===== config.mk =====
export PLATFORM = sky130hd
export DESIGN_NAME = demux4_2bit_stream_flat
export DESIGN_NICKNAME = d
export VERILOG_FILES = /design/src/rtl/demux4_2bit_stream_if.sv /design/src/rtl/demux4_2bit_stream.sv /design/src/flat_wrapper.sv
export SDC_FILE = /design/constraint.sdc
export NUM_CORES = 1
export LEC_CHECK = 0
export ABC_AREA = 0
export CAP_MARGIN = 20
export CORE_UTILIZATION = 24
export DETAILED_ROUTE_END_ITERATION = 10
export SKIP_CTS_REPAIR_TIMING = 1
export SLEW_MARGIN = 20
export SYNTH_ARGS = -nofsm -noshare
export SYNTH_HDL_FRONTEND = slang
export SYNTH_SLANG_ARGS = --single-unit

===== constraint.sdc =====
create_clock -name clk -period 1.6 [get_ports clk]
set_input_delay 0.24 -clock clk [delete_from_list [all_inputs] [get_ports clk]]
set_output_delay 0.24 -clock clk [all_outputs]
set_load 0.02 [all_outputs]

===== src/rtl/demux4_2bit_stream_if.sv =====
// Producer/consumer bundle for the 1-to-4 2-bit stream demultiplexer.
// master = environment side, slave = demux side.
interface demux4_2bit_stream_if #(
  parameter int WIDTH = 2,
  parameter int CNT_W = 8
);
  logic [WIDTH-1:0]   in_data;
  logic [1:0]         in_sel;
  logic               in_valid;
  logic               in_ready;
  logic [4*WIDTH-1:0] out_data;
  logic [3:0]         out_valid;
  logic [3:0]         out_ready;
  logic [4*CNT_W-1:0] count;

  modport master (
    output in_data, in_sel, in_valid, out_ready,
    input  in_ready, out_data, out_valid, count
  );

  modport slave (
    input  in_data, in_sel, in_valid, out_ready,
    output in_ready, out_data, out_valid, count
  );
endinterface


===== src/rtl/demux4_2bit_stream.sv =====
// Registered 1-to-4 demultiplexer for 2-bit streams: one-entry holding
// register per channel with valid/ready handshake and a wrapping delivery counter.
//
// state | meaning
// EMPTY | channel register holds no undelivered item
// FULL  | channel register holds an item waiting for its consumer
module demux4_2bit_stream #(
  parameter int WIDTH = 2,
  parameter int CNT_W = 8
) (
  input logic                   clk,
  input logic                   rst,
  demux4_2bit_stream_if.slave   bus
);
  typedef enum logic {EMPTY = 1'b0, FULL = 1'b1} ch_state_t;

  ch_state_t        state_q [4];
  ch_state_t        state_d [4];
  logic [WIDTH-1:0] data_q  [4];
  logic [WIDTH-1:0] data_d  [4];
  logic [CNT_W-1:0] cnt_q   [4];
  logic [CNT_W-1:0] cnt_d   [4];

  logic       in_ready;
  logic       acc;
  logic [3:0] load;
  logic [3:0] del;

  always_ff @(posedge clk or posedge rst) begin
    if (rst) begin
      for (int k = 0; k < 4; k++) begin
        state_q[k] <= EMPTY;
        data_q[k]  <= '0;
        cnt_q[k]   <= '0;
      end
    end else begin
      for (int k = 0; k < 4; k++) begin
        state_q[k] <= state_d[k];
        data_q[k]  <= data_d[k];
        cnt_q[k]   <= cnt_d[k];
      end
    end
  end

  // Only the addressed channel can stall the producer.
  always_comb begin
    in_ready = (state_q[bus.in_sel] == EMPTY) | bus.out_ready[bus.in_sel];
    acc      = bus.in_valid & in_ready;
    load     = '0;
    del      = '0;
    for (int k = 0; k < 4; k++) begin
      state_d[k] = state_q[k];
      data_d[k]  = data_q[k];
      cnt_d[k]   = cnt_q[k];
      load[k]    = acc & (bus.in_sel == 2'(k));
      del[k]     = (state_q[k] == FULL) & bus.out_ready[k];
      if (load[k]) begin
        state_d[k] = FULL;
        data_d[k]  = bus.in_data;
      end else if (del[k]) begin
        state_d[k] = EMPTY;
      end
      if (del[k]) cnt_d[k] = cnt_q[k] + CNT_W'(1);
    end
  end

  always_comb begin
    bus.in_ready  = in_ready;
    bus.out_valid = '0;
    bus.out_data  = '0;
    bus.count     = '0;
    for (int k = 0; k < 4; k++) begin
      bus.out_valid[k]                 = (state_q[k] == FULL);
      bus.out_data[k*WIDTH +: WIDTH]   = data_q[k];
      bus.count[k*CNT_W +: CNT_W]      = cnt_q[k];
    end
  end
endmodule

===== src/flat_wrapper.sv =====
// flat-port wrapper written by rule: the top's interface ports become plain ports
module demux4_2bit_stream_flat 
#(
  parameter int WIDTH = 2,
  parameter int CNT_W = 8
)
  (clk, rst, bus_in_data, bus_in_sel, bus_in_valid, bus_out_ready, bus_in_ready, bus_out_data, bus_out_valid, bus_count);
  demux4_2bit_stream_if #(.WIDTH(WIDTH), .CNT_W(CNT_W)) bus_i ();
  input logic clk;
  input logic rst;
  input wire logic [$bits(bus_i.in_data)-1:0] bus_in_data;
  input wire logic [$bits(bus_i.in_sel)-1:0] bus_in_sel;
  input wire logic [$bits(bus_i.in_valid)-1:0] bus_in_valid;
  input wire logic [$bits(bus_i.out_ready)-1:0] bus_out_ready;
  output wire logic [$bits(bus_i.in_ready)-1:0] bus_in_ready;
  output wire logic [$bits(bus_i.out_data)-1:0] bus_out_data;
  output wire logic [$bits(bus_i.out_valid)-1:0] bus_out_valid;
  output wire logic [$bits(bus_i.count)-1:0] bus_count;
  assign bus_i.in_data = bus_in_data;
  assign bus_i.in_sel = bus_in_sel;
  assign bus_i.in_valid = bus_in_valid;
  assign bus_i.out_ready = bus_out_ready;
  assign bus_in_ready = bus_i.in_ready;
  assign bus_out_data = bus_i.out_data;
  assign bus_out_valid = bus_i.out_valid;
  assign bus_count = bus_i.count;
  demux4_2bit_stream #(.WIDTH(WIDTH), .CNT_W(CNT_W)) u_core (.clk(clk), .rst(rst), .bus(bus_i));
endmodule

Yosys cells after proc, flatten, opt, wreduce, memory -nomap -nowiden
Index checks and enable logic that the tools add are counted.
Widths: inputs -> output; s select.
Operators by class
  mux-type cells: 13
  order comparisons: 2
  eq/ne operators: 3
  divide/modulo/power cells: 0
  add/sub/neg operators: 4
  shift operators: 0
  $mul: 0
  bitwise gates (word level): 12
  reduce and logical (&&, ||, !) cells: 5
Operators with widths (count)
  $add 8x1->8 const B: 4
  $mux 1: 11
  $and 1x1->1: 9
  $reduce_bool 2->1: 4
  $bmux 1 s2: 2
  $eq 2x2->1 const B: 2
  $ge 3x3->1 const B: 1
  $lt 2x3->1 const B: 1
  $not 2->3: 1
  $eq 2x1->1 const B: 1
  $logic_not 2->1: 1
  $not 1->1: 1
  $or 1x1->1: 1
Storage, ports and cells
  latch bits: 0
  bits in writable memories: 0
  memory bits (read-only): 0
  output and inout bits: 45
  flip-flop bits (word level): 44
  memories kept: 0
  word-level logic and storage cells: 51
  bits of input ports: 11

Depth between registers and ports, before layout
  depth in word-level cells: 9
  mapped depth: 4
  depth with buffers taken out: 4

Worst setup path before layout
Ideal clock, no wire load.
  path type: reg2out
  from: register u_core.state_q (netlist bit u_core.bus.out_valid[2])
  to: output port bus_in_ready
  arrival: 1.216 ns
  data required time: 1.360 ns
  stages on the path, launching flop included: 3
  slack: 0.144 ns
  buffers on the path: 0
  cells stage by stage: dfrtp_1 -> nand2b_1 -> mux4_1
On the way
  longest elaborated chain between the ends: 5
RTL lines
  start: declaration: RTL line demux4_2bit_stream.sv:17  | ch_state_t state_q [4];
  start signal: indexed assignment: RTL line demux4_2bit_stream.sv:38  | state_q[k] <= state_d[k];
  $bmux 1 s2: RTL line demux4_2bit_stream.sv:47  | in_ready = (state_q[bus.in_sel] == EMPTY) | bus.out_ready[bus.in_sel];
  $mux 1 (implied by the code) (2 in series): RTL line demux4_2bit_stream.sv:47
  $not 1->1: RTL line demux4_2bit_stream.sv:47
  $or 1x1->1: RTL line demux4_2bit_stream.sv:47
  end: declaration: RTL line flat_wrapper.sv:15  | output wire logic [$bits(bus_i.in_ready)-1:0] bus_in_ready;
No other way between the ends. The select of a mux whose other input is x is not followed.

Final worst setup path
  from: input port bus_in_sel[0]
  to: output port bus_in_ready
On the way
  longest elaborated chain between the ends: 6
  elaborated cells on any way between the ends: 8
  classes of those cells: 5 x mux; 3 x bitwise
RTL lines
  start: declaration: RTL line flat_wrapper.sv:12  | input wire logic [$bits(bus_i.in_sel)-1:0] bus_in_sel;
  $not 2->3 (implied by the code): RTL line demux4_2bit_stream.sv:47
  $bmux 1 s2: RTL line demux4_2bit_stream.sv:47
  $mux 1 (implied by the code) (2 in series): RTL line demux4_2bit_stream.sv:47
  $not 1->1: RTL line demux4_2bit_stream.sv:47
  $or 1x1->1 *: RTL line demux4_2bit_stream.sv:47
Every way passes the cells marked *; elsewhere a longest branch is shown, timed or not. The select of a mux whose other input is x is not followed.

==> summary.txt <==
Timing
  – Final setup violation count: 1
  – Worst-margin pin slew: approximately 0.25 ns
  – Clock skew: between 0.007 and 0.008 ns
  – Worst setup margin: -0.0536 ns
  – Fin crit period: roughly 1.7 ns
  – Rel. slew slack: 0.835
  – Final-report hold violation count: 0
  – Max Freq: ~600 MHz
  – Pins Over Slew Limit: 0
  – Tcrit/Tclk final: 1.03
  – RSZ-0062 raised after global routing: true

Layout
  – Layout cells sized above 1: 0.178
  – FILL cells: between 700 and 800
  – Flip-flop and latch area: 0.00110 sq mm
  – N_diodes: 0
  – Nets: between 200 and 250
  – Leading cell type in the layout, fill and taps excluded: dfrtp_1
  – Layout area overhead: 50.3%
  – Area occupied by multi-input gates: between 800 and 900 sq um
  – Finished Core Util: 0.375
  – Most frequent cells in the layout: 44 x dfrtp_1, 31 x dlymetal6s2s_1, 23 x clkdlybuf4s50_1

GRT
  – Largest net degree at the start of global routing: between 40 and 50
  – GRT overflow: 0
  – Antenna violations before repair: 0
  – GRT Total Usage: 0.0991
  – Vias in the first global route: approximately 1,400
  – First-pass GRT wire length: around 6600 microns

Placement
  – Pre-CTS setup slack: -0.656 ns
  – Post-DP HPWL: 2770 microns
  – PortBufs: 55
  – Routability cong.: 0.757

Clock network
  – CTS tree: done
  – Root Driver: clkbuf_8
  – H-tree depth: 2
  – Inserted Clock Buffers: 5
  – Worst-path clk slew: approximately 0.09 ns
  – Max clock buf depth: 2
  – Worst skew pair latency: ~0.3 ns
  – Clock sink count: 44

Setup path
  – Worst setup EP type: output pin
  – Crit path max-delay cell type: mux4_2
  – CP Buf/Inv Count: 2
  – R2r setup slk: between 0.3 and 0.4 ns
  – Worst path top cell family by delay: buffers and inverters
  – CP Launch Type: input pin
  – Slowest cell delay on critical path: between 0.5 and 0.6 ns
  – CP cell instances: clkdlybuf4s50_1, mux4_2, buf_6
  – Data required, critical path: 1.36 ns
  – Crit path max fanout: 2
  – Crit path DAT: ~1.4 ns
  – Setup CP Type: input pin to output pin

Die
  – Core ar.: a little under 0.008 sq mm
  – Die H: between 90 and 100 microns
  – Total die area: approximately 0.0084 sq mm
  – DIE WIDTH: slightly above 90 microns
  – Starting density of the core: 0.250
  – I/O pin count: 56
  – Row Count: 32

Pwr
  – Max IR drop VDD: between 0.5 and 0.6 mV
  – Cell area power density: ~1300 mW/mm^2
  – Leakage: ~1.7 nW

Logic synthesis
  – #FFs+latches synth: 44
  – Dominant cells by area after synthesis: dfrtp_1 57%, xnor2_1 9.5%, mux2_1 5.2%
  – Syn Nets: 164
  – Top cell type's share of synthesized area: 0.568
  – Post-Synth Simple-Gate Area: 0.188
  – Largest family of logic cells by synthesized area: simple AND/OR/NAND/NOR gates
  – Synth Area in Compound Gates: 0.00258
  – Mapped Area: about 0.0019 sq mm
  – Mean Syn Cell Area: about 13 sq um
  – Ys Warns: 0
  – Post-synth cell types: 27
  – Mux share of post-synthesis cell area: 0.0871
  – Seq/Total Area, Yosys: 0.568
  – Post-Synth XOR/XNOR Area: 0.126
  – Area share of fa/ha/maj cells after synthesis: 0.0258
  – Cells after Synth: between 100 and 150
  – Synth area leader: dfrtp_1

Drt
  – First DRT Iteration DRCs: between 50 and 60
  – Drt total wl: approximately 3800 microns
  – Avg Vias per Cell: 4.17
  – Routed via count: 1,365
  – Post-route ant nets: 0
  – DRC Markers: 0
  – Drt wl/cell: about 12 microns
  – First-pass DRT Iterations: 4

Status
  – Failing checks: negative setup slack
  – Status: finished, violations left

Run
  – Max cap viols: 0

Hold path
  – Worst min path class: input pin to asynchronous set/reset pin
## routing by layer
metal	part of all wire	routed length, microns	vias to the layer above	global-route usage
met5	0	0	-	0
li1	-	-	664	-
met4	0.011	42	0	0.0391
met3	0.079	302	5	0.0365
met2	0.43	1650	38	0.145
met1	0.48	1850	658	0.132
## report_power, final
group          switching, W  internal [W]  leakage, nW  total, W
combinational      0.000662      0.000715         1.04   0.00138
clock              0.000385      0.000350       0.0434  0.000734
sequential         0.000284       0.00138        0.567   0.00166
## synthesized netlist by cell type, drive strengths merged
library cell  count
xnor2            21
and4              5
nand3b            1
inv               1
mux4              1
nand3             5
nand2            21
nor2b             1
xor2              7
nor3              3
o21ai             1
and3              4
dfrtp            44
nor3b             1
nand4             9
nand2b            4
mux2             12
ha                4
nor2              4
## registers in the layout, summed over array words and instances, names as in the netlist
signal and count:
u_core.bus.count 32, u_core.bus.out_valid 4, u_core.bus.out_data 8
## worst min-delay path: stages
cell and delay, ns:
clkdlybuf4s50_1 0.41, inv_2 0.07, buf_12 0.23
## kinds of logic after synthesis
group | Yosys count
AND/OR/NAND/NOR | 58
buffers and inverters | 1
AO/OA/AOI/OAI | 1
multiplexers | 13
flip-flops | 44
adder cells (fa/ha/maj) | 4
XOR/XNOR | 28
## area by class of cell
class / count / area share
tap: 102 / 0.0438
clock inverter: 2 / 0.00515
multi-input combinational: 104 / 0.290
sequential: 44 / 0.378
inverter: 1 / 0.00129
timing repair buffer: 68 / 0.254
clock buffer: 6 / 0.0283
## worst paths after layout
kind                                                   from                                   to  depth (start not counted)
max in group asynchronous                               rst   u_core.bus.out_data[5]$_DFFE_PP0P_                          3
max reg2reg                u_core.bus.count[24]$_DFFE_PP0P_     u_core.bus.count[25]$_DFFE_PP0P_                          3
max                                           bus_in_sel[0]                         bus_in_ready                          3
min                                                     rst     u_core.bus.count[23]$_DFFE_PP0P_                          3
min in group clk                           bus_out_ready[0]  u_core.bus.out_valid[0]$_DFFE_PP0P_                          3
min reg2reg                 u_core.bus.count[7]$_DFFE_PP0P_      u_core.bus.count[7]$_DFFE_PP0P_                          1
## per-stage QoR
step | setup TNS, ns | instances | total power [W] | area [sq um] | hold WS [ns]
2_1_floorplan | 0 | 149 | 0.00235 | 1940 | 0.347
3_3_place_gp | -1.09 | 319 | 0.00309 | 2730 | 0.460
3_5_place_dp | -1.08 | 319 | 0.00311 | 2730 | 0.463
4_1_cts | -1.15 | 327 | 0.00387 | 2830 | 0.295
5_1_grt | -0.0898 | 327 | 0.00401 | 2920 | 0.306
6_report | -0.0536 | 327 | 0.00377 | 2920 | 0.279
Note: power is estimated with default switching activity, not from simulation.
